==> src/rtl/spi_frame_serializer_if.sv <==
// spi_frame_serializer_if: frame request handshake between the request queue and the serializer
interface spi_frame_serializer_if #(
    parameter int OPCODEW = 2,
    parameter int ADDRW   = 8
);
    logic               in_valid;
    logic               in_ready;
    logic [OPCODEW-1:0] opcode;
    logic [ADDRW-1:0]   addr;
    modport master (output in_valid, opcode, addr, input in_ready);
    modport slave (input in_valid, opcode, addr, output in_ready);
endinterface

==> src/rtl/spi_frame_serializer.sv <==
// spi_frame_serializer: FIFO-buffered {opcode,addr} SPI slave transmitter for any CPOL/CPHA, MSB or LSB first
module spi_frame_serializer #(
    parameter int ADDRW     = 8,
    parameter int OPCODEW   = 2,
    parameter int DEPTH     = 4,
    parameter bit CPOL      = 1'b0,
    parameter bit CPHA      = 1'b0,
    parameter bit LSB_FIRST = 1'b0
) (
    input  logic                         clk,
    input  logic                         rst_n,
    input  logic                         spi_clk_i,
    input  logic                         n_cs_i,
    spi_frame_serializer_if.slave        req,
    output logic [$clog2(DEPTH+1)-1:0]   fifo_level_o,
    output logic                         miso_o,
    output logic                         miso_oe_o,
    output logic                         frame_done_o,
    output logic                         abort_o,
    output logic                         underrun_o
);
    localparam int FW = OPCODEW + ADDRW;
    localparam int AW = $clog2(DEPTH);
    localparam int PW = AW + 1;
    localparam int CW = $clog2(FW + 1);
    localparam int LW = $clog2(DEPTH + 1);
    typedef enum logic [1:0] {S_IDLE, S_WAIT, S_SHIFT, S_DRAIN} state_e;
    state_e          state_q, state_d;
    logic            sclk_s1_q, sclk_s2_q, sclk_prev_q, cs_s1_q, cs_s2_q;
    logic [FW-1:0]   mem_q [DEPTH];
    logic [PW-1:0]   wr_ptr_q, rd_ptr_q;
    logic [FW-1:0]   shreg_q, shreg_d, head;
    logic [CW-1:0]   cnt_q, cnt_d;
    logic            miso_q, miso_d, done_q, done_d, abort_q, abort_d, under_q, under_d;
    logic            cs_active, edge_det, samp, launch, full, empty, push, pop;

    function automatic logic first_bit(logic [FW-1:0] f);
        return LSB_FIRST ? f[0] : f[FW-1];
    endfunction

    function automatic logic [FW-1:0] advance(logic [FW-1:0] f);
        return LSB_FIRST ? f >> 1 : f << 1;
    endfunction

    assign cs_active    = ~cs_s2_q;
    assign edge_det     = sclk_s2_q != sclk_prev_q;
    assign samp         = edge_det && (sclk_s2_q ^ CPOL ^ CPHA);
    assign launch       = edge_det && !(sclk_s2_q ^ CPOL ^ CPHA);
    assign empty        = wr_ptr_q == rd_ptr_q;
    assign full         = (wr_ptr_q[PW-1] != rd_ptr_q[PW-1]) && (wr_ptr_q[PW-2:0] == rd_ptr_q[PW-2:0]);
    assign push         = req.in_valid && !full;
    assign head         = mem_q[rd_ptr_q[AW-1:0]];
    assign req.in_ready = !full;
    assign fifo_level_o = LW'(wr_ptr_q - rd_ptr_q);
    assign miso_o       = miso_q;
    assign miso_oe_o    = cs_active;
    assign frame_done_o = done_q;
    assign abort_o      = abort_q;
    assign underrun_o   = under_q;

    always_ff @(posedge clk) begin
        if (push) mem_q[wr_ptr_q[AW-1:0]] <= {req.opcode, req.addr};
    end

    always_ff @(posedge clk or negedge rst_n) begin
        if (!rst_n) begin
            sclk_s1_q   <= CPOL;
            sclk_s2_q   <= CPOL;
            sclk_prev_q <= CPOL;
            cs_s1_q     <= 1'b1;
            cs_s2_q     <= 1'b1;
            wr_ptr_q    <= '0;
            rd_ptr_q    <= '0;
            state_q     <= S_IDLE;
            shreg_q     <= '0;
            cnt_q       <= '0;
            miso_q      <= 1'b0;
            done_q      <= 1'b0;
            abort_q     <= 1'b0;
            under_q     <= 1'b0;
        end else begin
            sclk_s1_q   <= spi_clk_i;
            sclk_s2_q   <= sclk_s1_q;
            sclk_prev_q <= sclk_s2_q;
            cs_s1_q     <= n_cs_i;
            cs_s2_q     <= cs_s1_q;
            wr_ptr_q    <= wr_ptr_q + PW'(push);
            rd_ptr_q    <= rd_ptr_q + PW'(pop);
            state_q     <= state_d;
            shreg_q     <= shreg_d;
            cnt_q       <= cnt_d;
            miso_q      <= miso_d;
            done_q      <= done_d;
            abort_q     <= abort_d;
            under_q     <= under_d;
        end
    end

    always_comb begin
        state_d = state_q;
        shreg_d = shreg_q;
        cnt_d   = cnt_q;
        miso_d  = miso_q;
        done_d  = 1'b0;
        abort_d = 1'b0;
        under_d = 1'b0;
        pop     = 1'b0;
        case (state_q)
            S_IDLE: begin
                miso_d = 1'b0;
                if (cs_active) state_d = S_WAIT;
            end
            S_WAIT: begin
                if (!cs_active) begin
                    state_d = S_IDLE;
                end else if (!empty) begin
                    pop     = 1'b1;
                    cnt_d   = CW'(FW);
                    state_d = S_SHIFT;
                    shreg_d = CPHA ? head : advance(head);
                    miso_d  = CPHA ? miso_q : first_bit(head);
                end else if (samp) begin
                    under_d = 1'b1;
                    miso_d  = 1'b0;
                    state_d = S_DRAIN;
                end
            end
            S_SHIFT: begin
                if (!cs_active) begin
                    abort_d = 1'b1;
                    state_d = S_IDLE;
                end else if (launch && (CPHA || cnt_q != CW'(FW))) begin
                    miso_d  = first_bit(shreg_q);
                    shreg_d = advance(shreg_q);
                end else if (samp) begin
                    cnt_d = cnt_q - 1'b1;
                    if (cnt_q == CW'(1)) begin
                        done_d  = 1'b1;
                        state_d = S_WAIT;
                    end
                end
            end
            S_DRAIN: begin
                miso_d = 1'b0;
                if (!cs_active) state_d = S_IDLE;
            end
            default: state_d = S_IDLE;
        endcase
    end
endmodule
==> src/flat_wrapper.sv <==
// flat-port wrapper written by rule: the top's interface ports become plain ports
module spi_frame_serializer_flat 
#(
    parameter int ADDRW     = 8,
    parameter int OPCODEW   = 2,
    parameter int DEPTH     = 4,
    parameter bit CPOL      = 1'b0,
    parameter bit CPHA      = 1'b0,
    parameter bit LSB_FIRST = 1'b0
)
  (clk, rst_n, spi_clk_i, n_cs_i, fifo_level_o, miso_o, miso_oe_o, frame_done_o, abort_o, underrun_o, req_in_valid, req_opcode, req_addr, req_in_ready);
  spi_frame_serializer_if #(.OPCODEW(OPCODEW), .ADDRW(ADDRW)) req_i ();
  input  logic clk;
  input  logic rst_n;
  input  logic spi_clk_i;
  input  logic n_cs_i;
  output logic [$clog2(DEPTH+1)-1:0] fifo_level_o;
  output logic miso_o;
  output logic miso_oe_o;
  output logic frame_done_o;
  output logic abort_o;
  output logic underrun_o;
  input wire logic [$bits(req_i.in_valid)-1:0] req_in_valid;
  input wire logic [$bits(req_i.opcode)-1:0] req_opcode;
  input wire logic [$bits(req_i.addr)-1:0] req_addr;
  output wire logic [$bits(req_i.in_ready)-1:0] req_in_ready;
  assign req_i.in_valid = req_in_valid;
  assign req_i.opcode = req_opcode;
  assign req_i.addr = req_addr;
  assign req_in_ready = req_i.in_ready;
  spi_frame_serializer #(.ADDRW(ADDRW), .OPCODEW(OPCODEW), .DEPTH(DEPTH), .CPOL(CPOL), .CPHA(CPHA), .LSB_FIRST(LSB_FIRST)) u_core (.clk(clk), .rst_n(rst_n), .spi_clk_i(spi_clk_i), .n_cs_i(n_cs_i), .req(req_i), .fifo_level_o(fifo_level_o), .miso_o(miso_o), .miso_oe_o(miso_oe_o), .frame_done_o(frame_done_o), .abort_o(abort_o), .underrun_o(underrun_o));
endmodule
==> config.mk <==
export PLATFORM = sky130hd
export DESIGN_NAME = spi_frame_serializer_flat
export DESIGN_NICKNAME = d
export VERILOG_FILES = /design/src/rtl/spi_frame_serializer_if.sv /design/src/rtl/spi_frame_serializer.sv /design/src/flat_wrapper.sv
export SDC_FILE = /design/constraint.sdc
export NUM_CORES = 1
export LEC_CHECK = 0
export ABC_AREA = 0
export ABC_CLOCK_PERIOD_IN_PS = 3400
export CAP_MARGIN = 15
export CORE_ASPECT_RATIO = 1.5
export CORE_UTILIZATION = 40
export CTS_CLUSTER_SIZE = 8
export DETAILED_ROUTE_END_ITERATION = 6
export HOLD_SLACK_MARGIN = 0.15
export PLACE_DENSITY_LB_ADDON = 0.12
export SYNTH_ARGS = -nofsm -noshare
export SYNTH_HDL_FRONTEND = slang
export SYNTH_SLANG_ARGS = --single-unit
==> constraint.sdc <==
create_clock -name clk -period 3.4 [get_ports clk]
set_clock_uncertainty 0.2 [all_clocks]
set_input_delay 0.34 -clock clk [delete_from_list [all_inputs] [get_ports clk]]
set_output_delay 0.34 -clock clk [all_outputs]
set_load 0.005 [all_outputs]
**Yosys cells after proc, flatten, opt, wreduce, memory -nomap -nowiden**

Memories as Yosys holds them, arrays and structs flattened.
Index checks and enable logic that the tools add are counted.

- Memories: 1
- Input bits: 15
- Flip-flop bits (word level): 31
- Bits in writable memories: 40
- Logic and storage cells: 99

- Reduce and logical (&&, ||, !) cells: 14
- Multiplexer cells: 43
- Add/sub/neg operators: 4
- Eq/ne operators: 22
- Bitwise gates (word level): 1

Memories:

| name | depth | width | rd ports | clocked after Yosys merged registers in | wr ports | RTL line | RTL |
|---|---|---|---|---|---|---|---|
| u_core.mem_q | 4 | 10 | 1 | 0 | 1 | spi_frame_serializer.sv:30 | `logic [FW-1:0] mem_q [DEPTH];` |

Operators with widths:

| cell | number |
|---|---|
| 2-to-1 mux 10 bit | 4 |
| 2-to-1 mux 1 bit | 21 |
| 2-to-1 mux 4 bit | 5 |
| one-hot mux 10 bit (2 select lines) | 1 |
| 2-to-1 mux 2 bit | 9 |
| AND reduction 6 bit | 2 |
| inequality test 2 bit (second input constant) | 5 |
| one-hot mux 2 bit (4 select lines) | 1 |
| one-hot mux 4 bit (2 select lines) | 1 |
| adder 3 x 1 -> 3 bit | 2 |
| inequality test 2 x 1 -> 1 bit (second input constant) | 3 |
| inequality test 3 x 1 -> 1 bit (second input constant) | 2 |
| inequality test 3 x 2 -> 1 bit (second input constant) | 2 |
| logical AND 1 bit | 5 |
| AND reduction 5 bit | 1 |
| equality test 2 bit (second input constant) | 2 |
| equality test 4 x 1 -> 1 bit (second input constant) | 1 |
| inequality test 4 x 2 -> 1 bit (second input constant) | 1 |
| inequality test 4 bit (second input constant) | 1 |
| AND reduction 4 bit | 1 |
| subtractor 4 x 1 -> 4 bit (second input constant) | 1 |
| equality test 3 bit | 1 |
| one-hot mux 1 bit (3 select lines) | 1 |
| subtractor 3 bit | 1 |
| other kinds (8) | 10 |

**Logic depth before layout (Yosys ltp)**

- Depth in word-level cells: 6
- Gate-level depth with buffers: 11
- Depth with buffers taken out: 9

**Worst setup path before layout**

OpenSTA, ideal clock, no wires.

- Kind: reg2reg
- From: register u_core.rd_ptr_q[1]
- To: memory u_core.mem_q[0][0] in the netlist's numbering, enable pin
- Setup time: 0.390 ns
- Data arrival time: 2.274 ns
- Slack: 0.536 ns
- Period minus slack after synthesis: 2.864 ns
- Path buffers: 2
- Stages on the path, launching flop included: 9
- Cells stage by stage: dfrtp_1 -> clkbuf_1 -> inv_1 -> ha_1 -> and2_0 -> buf_2 -> nand2_1 -> nand2_1 -> nor3_1

- Cells in the longest elaborated chain, start to end: 6

RTL lines:

| what | RTL line | RTL |
|---|---|---|
| start: declaration | spi_frame_serializer.sv:31 | `logic [PW-1:0] wr_ptr_q, rd_ptr_q;` |
| start signal: assignment | spi_frame_serializer.sv:88 | `rd_ptr_q <= rd_ptr_q + PW'(pop);` |
| equality test 2 bit | spi_frame_serializer.sv:50 | `assign full = (wr_ptr_q[PW-1] != rd_ptr_q[PW-1]) && (wr_ptr_q[PW-2:0] == rd_ptr_q[PW-2:0]);` |
| logical AND 1 bit | spi_frame_serializer.sv:50 |  |
| logical NOT 1 bit | -- |  |
| via req_in_ready | flat_wrapper.sv:26 | `output wire logic [$bits(req_i.in_ready)-1:0] req_in_ready;` |
| logical AND 1 bit | spi_frame_serializer.sv:51 | `assign push = req.in_valid && !full;` |
| 2-to-1 mux 1 bit | spi_frame_serializer.sv:62 | `if (push) mem_q[wr_ptr_q[AW-1:0]] <= {req.opcode, req.addr};` |
| 2-to-1 mux 1 bit (implied by the code) | spi_frame_serializer.sv:62 |  |
| end: declaration | spi_frame_serializer.sv:30 |  |

The timed path passes the listed nets, and every way through them passes these cells.

**Worst setup path after layout**

- From: register u_core.rd_ptr_q[1]
- To: output port req_in_ready

- Cells in the longest elaborated chain, start to end: 3

RTL lines:

| what | RTL line | RTL |
|---|---|---|
| equality test 2 bit | spi_frame_serializer.sv:50 |  |
| logical AND 1 bit | spi_frame_serializer.sv:50 |  |
| logical NOT 1 bit | spi_frame_serializer.sv:53 | `assign req.in_ready = !full;` |
| end: declaration | flat_wrapper.sv:26 |  |

Every way passes these cells.

==> metrics.md <==
| Metric | Value |
|---|---|
| PostCTS Resize Cnt | 0 |
| Dpl ws | 0.762 ns |
| RSZ-0062 raised after global routing | false |
| Slew HR | between 60 and 70% |
| Initial antenna violation count | 0 |
| Count leader, synth | edfxtp_1 |
| GPL Wtd Cong | just under 0.8 |
| Routed WL per cell | approximately 16 um |
| Setup bufs post-CTS | 0 |
| Post-Syn Area | a little under 0.003 mm^2 |
| Clock Root Buffer | clkbuf_8 |
| Yosys top cell area share | around 41% |
| Post-synthesis cell count | 193 |
| Filler cells | between 600 and 700 |
| CP max stage cell | dfrtp_1 |
| IO Port Bufs | 23 |
| Die X | about 72 um |
| Final Instance Area | 0.00346 mm^2 |
| # diodes | 0 |
| Critical Path Start Type | flop |
| Final period util | 84.7% |
| Top cells by area, synth | edfxtp_1 41%, dfrtp_1 24%, mux4_2 7.7%, ha_1 3.9%, nand2_1 3.6% |
| Final wirelength | ~5 mm |
| Seq/Total Area, Yosys | roughly 67% |
| Cells after DPL | just under 300 |
| Ys flop type | edfxtp_1 |
| Clk_lat worst skew | 0.34 ns |
| Htree depth | 3 |
| Crit path capture type | output port |
| Worst hold path class | flop to flop |
| Count of pins over their slew limit | 0 |
| Async SR Flop Fraction | 42.9% |
| Layout cell share with drive strength beyond 1 | 19.2% |
| Cts hold-fix bufs | 0 |
| CTS tree | yes |
| IO Pins | 24 |
| Post-synth EDFFs | 40 |
| Grt total ovfl | 0 |
| Setup_tns | 0 ns |
| Register bit count reported by yosys | 70 |
| Initial Util | between 40% and 50% |
| Fin. Hold Viols | 0 |
| Vias in the first global route | approximately 1,700 |
| Static leakage | around 1.4 nW |
| Gr usage total | roughly 15% |
| Die area | about 0.0076 mm^2 |
| Clock-pin slew of the registers on the worst-case setup and hold paths | roughly 0.070 ns |
| Pwr/cell area | 874 mW/mm^2 |
| # clock sinks | 70 |
| Post-route DRC | 0 |
| Synth warnings | 0 |
| Layout area overhead | 18.7% |
| Slack of the critical path | 0.521 ns |
| Crit Path Max Fanout | 13 |
| Period minus WS final | approximately 2.9 ns |
| CP Data Arrival Time | roughly 2.3 ns |
| Num rows | 37 |
| Endpoints failing setup | 0 |
| Max Fclk | between 0.3 and 0.4 GHz |
| Longest Clk Path Bufs | 2 |
| Actual slew at the worst max-slew pin | a little under 0.6 ns |
| Clock buffer count from CTS | 9 |
| DRT Pass-1 Iters | 4 |
| Buf/Inv on CP | 2 |
| Final ANT Viol Nets | 0 |
| Nets@finish | roughly 250 |
| Non-filler cells in the finished layout | ~310 |
| CP Cell Sequence | inv_1, ha_1, and2_0, nand2_1, clkdlybuf4s50_1 |
| Initial DRC Count | 36 |
| CP max stage delay | 0.71 ns |
| Mapped Avg Cell Area | approximately 15 um^2 |
| Syn_nets | 218 |
| Core area | slightly below 0.007 mm^2 |
| Multi-input logic area | 890 um^2 |
| CP top delay family | flip-flops |
| Area leader, netlist | edfxtp_1 |
| Die height | 107 um |
| Most frequent cells after synthesis | 40 x edfxtp_1, 28 x dfrtp_1, 28 x nand2_1 |
| First-pass GRT wire length | approximately 8.3 mm |
| Largest net degree at the start of global routing | 31 |
| Vias per cell | 5.20 |
| Max Cap Viol | 0 |
| Placed inst area | roughly 0.0033 mm^2 |
| Hpwl dp | about 3.5 mm |
| Register Area | ~0.0020 mm^2 |
| WP data required | between 2 and 3 ns |
| Status | finished clean |
| Vias | around 1,600 |
| Library cells used by synthesis | 34 |
| Maximum vdd ir drop | roughly 520 uV |
| Setup CP Type | flop to output port |
==> sequential cells by signal, summed over array words and instances (netlist names) <==
register and cells:
u_core.abort_o 1, u_core.cnt_q 4, u_core.cs_s1_q 1, u_core.cs_s2_q 1, u_core.frame_done_o 1, u_core.mem_q 40, u_core.miso_o 1, u_core.rd_ptr_q 3
u_core.sclk_prev_q 1, u_core.sclk_s1_q 1, u_core.sclk_s2_q 1, u_core.shreg_q 9, u_core.state_q 2, u_core.underrun_o 1, u_core.wr_ptr_q 3
==> cell type report <==
type / instances / area share [%]
Tap cell: 78 / 2.82
Timing Repair Buffer: 31 / 8.38
Inverter: 11 / 1.19
Clock buffer: 9 / 3.58
Clock inverter: 7 / 1.88
Sequential cell: 70 / 56.5
Multi-Input combinational cell: 106 / 25.7
==> worst paths after layout <==
check | start | endpoint | slack (ns) | cells after the start
setup / recovery | u_core.rd_ptr_q[1] | req_in_ready | 0.52 | 5
hold / removal | u_core.sclk_s1_q | u_core.sclk_s2_q | 0.15 | 0
setup reg to reg | u_core.rd_ptr_q[1] | u_core.shreg_q[4] | 0.78 | 6
hold reg to reg | u_core.sclk_s1_q | u_core.sclk_s2_q | 0.15 | 0
max in group asynchronous | rst_n | u_core.cs_s1_q | 2.51 | 2
min in group asynchronous | rst_n | u_core.sclk_s2_q | 0.18 | 2
==> power breakdown <==
part	internal, mW	switching (mW)	total (mW)
clock	0.333	0.304	0.637
combinational	0.564	0.505	1.07
sequential	1.16	0.164	1.32
==> cell usage in the layout (no fill, tap or decap), drive strengths merged, types with 3 or more instances in the layout <==
| cell | instances |
|---|---|
| clkinv | 5 |
| ha | 9 |
| nor2 | 6 |
| edfxtp | 40 |
| nand3 | 3 |
| xor2 | 4 |
| o21ai | 7 |
| clkdlybuf4s50 | 23 |
| nand2b | 4 |
| nand2 | 28 |
| nor3 | 5 |
| buf | 8 |
| mux4 | 10 |
| clkbuf | 9 |
| dfrtp | 28 |
| a2bb2oi | 3 |
| mux2 | 8 |
| inv | 11 |
==> per-stage QoR <==
| stage | hold WS [ns] | utilization (%) | power (mW) |
|---|---|---|---|
| after floorplan | -0.156 | - | 2.03 |
| after global placement | 0.141 | 47.1 | 2.39 |
| after detailed placement | 0.137 | 47.1 | 2.43 |
| after CTS | 0.154 | 49.9 | 3.08 |
| after global routing | 0.163 | 49.9 | 3.24 |
| final | 0.150 | 49.9 | 3.03 |
==> kinds of logic (layout without fill, tap and decap cells) <==
family,after synthesis,in the layout,synth area share (%)
buffers and inverters,17,58,2.53
muxes,19,19,11.1
and+or+nand+nor,51,51,7.76
DFF,70,70,67.0
xor gates and xnor gates,6,6,2.06
adders and majority gates,10,10,4.55
AOI/OAI and AO/OA,20,20,4.97
==> per-layer routing <==
layer  vias to the layer above  routed length [um]  GRT usage (%)
li1                        774                   -              -
met2                        23                2740           25.6
met5                         -                   0              0
met4                         0                 108           9.10
met3                         8                 120           3.10
met1                       816                2050           16.9
Power figures use the tool's default switching activity.
==> RTL change, RTL diff (config.mk and constraints unchanged) <==
`ADDRW` is set to 8 in 3 places; all go to 10.
--- a/src/rtl/spi_frame_serializer_if.sv
+++ b/src/rtl/spi_frame_serializer_if.sv
@@ -1,7 +1,7 @@
 // spi_frame_serializer_if: frame request handshake between the request queue and the serializer
 interface spi_frame_serializer_if #(
     parameter int OPCODEW = 2,
-    parameter int ADDRW   = 8
+    parameter int ADDRW   = 10
 );
     logic               in_valid;
     logic               in_ready;
--- a/src/rtl/spi_frame_serializer.sv
+++ b/src/rtl/spi_frame_serializer.sv
@@ -1,6 +1,6 @@
 // spi_frame_serializer: FIFO-buffered {opcode,addr} SPI slave transmitter for any CPOL/CPHA, MSB or LSB first
 module spi_frame_serializer #(
-    parameter int ADDRW     = 8,
+    parameter int ADDRW     = 10,
     parameter int OPCODEW   = 2,
     parameter int DEPTH     = 4,
     parameter bit CPOL      = 1'b0,
--- a/src/flat_wrapper.sv
+++ b/src/flat_wrapper.sv
@@ -1,7 +1,7 @@
 // flat-port wrapper written by rule: the top's interface ports become plain ports
 module spi_frame_serializer_flat 
 #(
-    parameter int ADDRW     = 8,
+    parameter int ADDRW     = 10,
     parameter int OPCODEW   = 2,
     parameter int DEPTH     = 4,
     parameter bit CPOL      = 1'b0,
Interface: changed (resized req_addr); port bits go from 24 to 26. No check against the original RTL was run, so the function may have changed too.
==> RTL change against the unedited design <==
- area after synthesis grew 11%
- final area is 13% higher
- sequential cell count rose by 10
- total power grew 15%
- register-to-register slack better by 0.17 ns
- worst setup slack better by 0.29 ns
- wire length increased by 14%
- largest cell class unchanged
==> RTL change: results (changes against the unedited design) <==
wl_met2_um: 3210  # was 2740 um
synthMuxAreaShare: 0.0899  # was 0.111
leakage_nw: 1.46  # was 1.37 nW
synthXorXnorAreaFrac: 0.0186  # was 0.0206
grt_pass1_wl_um: 9480  # was 8350 um
path_clk_slew_ns: 0.06
r2r_start: "u_core.wr_ptr_q[0]"  # was u_core.rd_ptr_q[1]
largest_reg_flops: 48  # was 40
p_int_mw: 2.44  # was 2.05 mW
grt_max_degree: 33  # was 31
yosys-top-cells-area: "edfxtp_1 (45%), dfrtp_1 (23%), mux4_2 (8.4%), ha_1 (3.1%), o22a_1 (3.0%)"  # was edfxtp_1 (41%), dfrtp_1 (24%), mux4_2 (7.7%), ha_1 (3.9%), nand2_1 (3.6%)
clock_path_buffers: 2  # unchanged
async_flop_share: 0.400  # was 0.429
viasPerCell: 5.12  # was 5.20
hold_path_class: "reg -> reg"  # unchanged
root_buffer: "clkbuf_16"  # was clkbuf_8
cts-htree-levels: 3  # unchanged
synth_cell_types: 40  # was 34
status: "finished, final reports clean"  # unchanged
crit_fanout: 4  # was 13
synth_common_cells: "edfxtp_1 (48), dfrtp_1 (30), mux4_2 (12), o21a_1 (12)"  # was edfxtp_1 (40), dfrtp_1 (28), nand2_1 (28)
timing.rr.end: "u_core.rd_ptr_q[2]"  # was u_core.shreg_q[4]
synth_nets: 216  # was 218
worst_pin_slew_ns: 0.673  # was 0.578 ns
wl_per_cell_um: 17.2  # was 16.1 um
wl_met3_um: 153  # was 120 um
min_path_cells: 0  # unchanged
place.gp.congestion: 0.769  # about the same
first_global_vias: 1907  # was 1,722
io_buffers: 25  # was 23
r2r_slack_ns: 0.95  # was 0.78 ns
reg2reg_depth: 8  # was 6
hold_ws_ns: 0.165  # was 0.150 ns
cp.arrival_ns: 2.05  # was 2.34 ns
synth_adder_area_share: 0.0372  # was 0.0455
yosysSeqAreaShare: 0.695  # was 0.670
synth-compound-area-share: 0.0914  # was 0.0497
hold_path.startpoint: "u_core.cs_s1_q"  # was u_core.sclk_s1_q
ir_worst_vdd_mv: 0.399  # was 0.518 mV
layout.nets: 252  # was 254
clkLatencyLatePin_ns: 0.33
num-fill-cells: 678  # was 606
synth_edf_count: 48  # was 40
hold_end: "u_core.cs_s2_q"  # was u_core.sclk_s2_q
top_layer_used: "met4"  # unchanged
drtIter0Drc: 104  # was 36
grt_use_total: 0.157  # was 0.150
wl_met1_um: 2220  # was 2050 um
dp_hpwl_um: 4000  # was 3510 um
startpoint_type: "flop"  # unchanged
drive_above_1_share: 0.169  # was 0.192
cts_resized: 0  # unchanged
## RTL change: cell types whose count changed in the layout (fill, tap and decap cells not counted), sizes merged, moves of 5 or more
cell,unedited run,this run
nand2,28,5
o22a,1,11
o21a,0,12
edfxtp,40,48
mux2,8,0
o21ai,7,2
## RTL change: how the worst max path moves through the flow
| stage | to | slack [ns] | cells after the start |
|---|---|---|---|
| floorplan | u_core.mem_q[3][0] | 0.73 | 7 |
| global placement | u_core.rd_ptr_q[2] | 1.11 | 8 |
| detailed placement | u_core.rd_ptr_q[2] | 0.95 | 8 |
| CTS | fifo_level_o[2] | 0.79 | 5 |
| global route | fifo_level_o[2] | 0.68 | 4 |
| finish | fifo_level_o[2] | 0.81 | 5 |
## RTL change: cells by family after synthesis
logic type | count (synthesis)
flip-flops | 80
AO/OA/AOI/OAI | 36
AND/OR/NAND/NOR | 29
buffers and inverters | 16
multiplexers | 14
adder cells (fa/ha/maj) | 9
XOR/XNOR | 6
## RTL change: cell type report
class | instances | area (um2) | area share
repair buffers | 30 | 288 | 0.0736
well taps | 102 | 128 | 0.0326
multi-input cells | 94 | 918 | 0.235
inverters | 11 | 41.3 | 0.0106
flip-flops and latches | 80 | 2240 | 0.574
clock inverters | 4 | 25.0 | 0.00640
clock buffers | 12 | 268 | 0.0684
## RTL change: power groups by stage
stage	logic, mW	registers, mW	clock network, mW
after floorplan	0.741	1.46	0
after CTS	1.14	1.47	0.942
final	1.11	1.47	0.919
after global routing	1.23	1.50	0.982
after global placement	1.09	1.47	0
after detailed placement	1.14	1.49	0
## RTL change: through the flow
stage	power, mW	instance area [um2]	instances	utilization	setup WS [ns]
global route	3.71	3910	333	0.507	0.679
detailed placement	2.63	3620	317	0.469	0.948
CTS	3.56	3910	333	0.507	0.786
floorplan	2.20	3230	190	-	0.726
global placement	2.55	3620	317	0.469	1.11
finish	3.49	3910	333	0.507	0.813
## RTL change: routing by layer
layer,up-vias,global-route usage
met5,-,0
met1,859,0.172
met2,27,0.273
met4,0,0.0778
met3,11,0.0413
li1,808,-
## RTL change: critical path: stages, from the launching register on
cell	delay, ns
dfrtp_1	0.38
inv_1	0.08
ha_1	0.20
fa_1	0.39
xnor2_1	0.16
clkdlybuf4s50_1	0.52
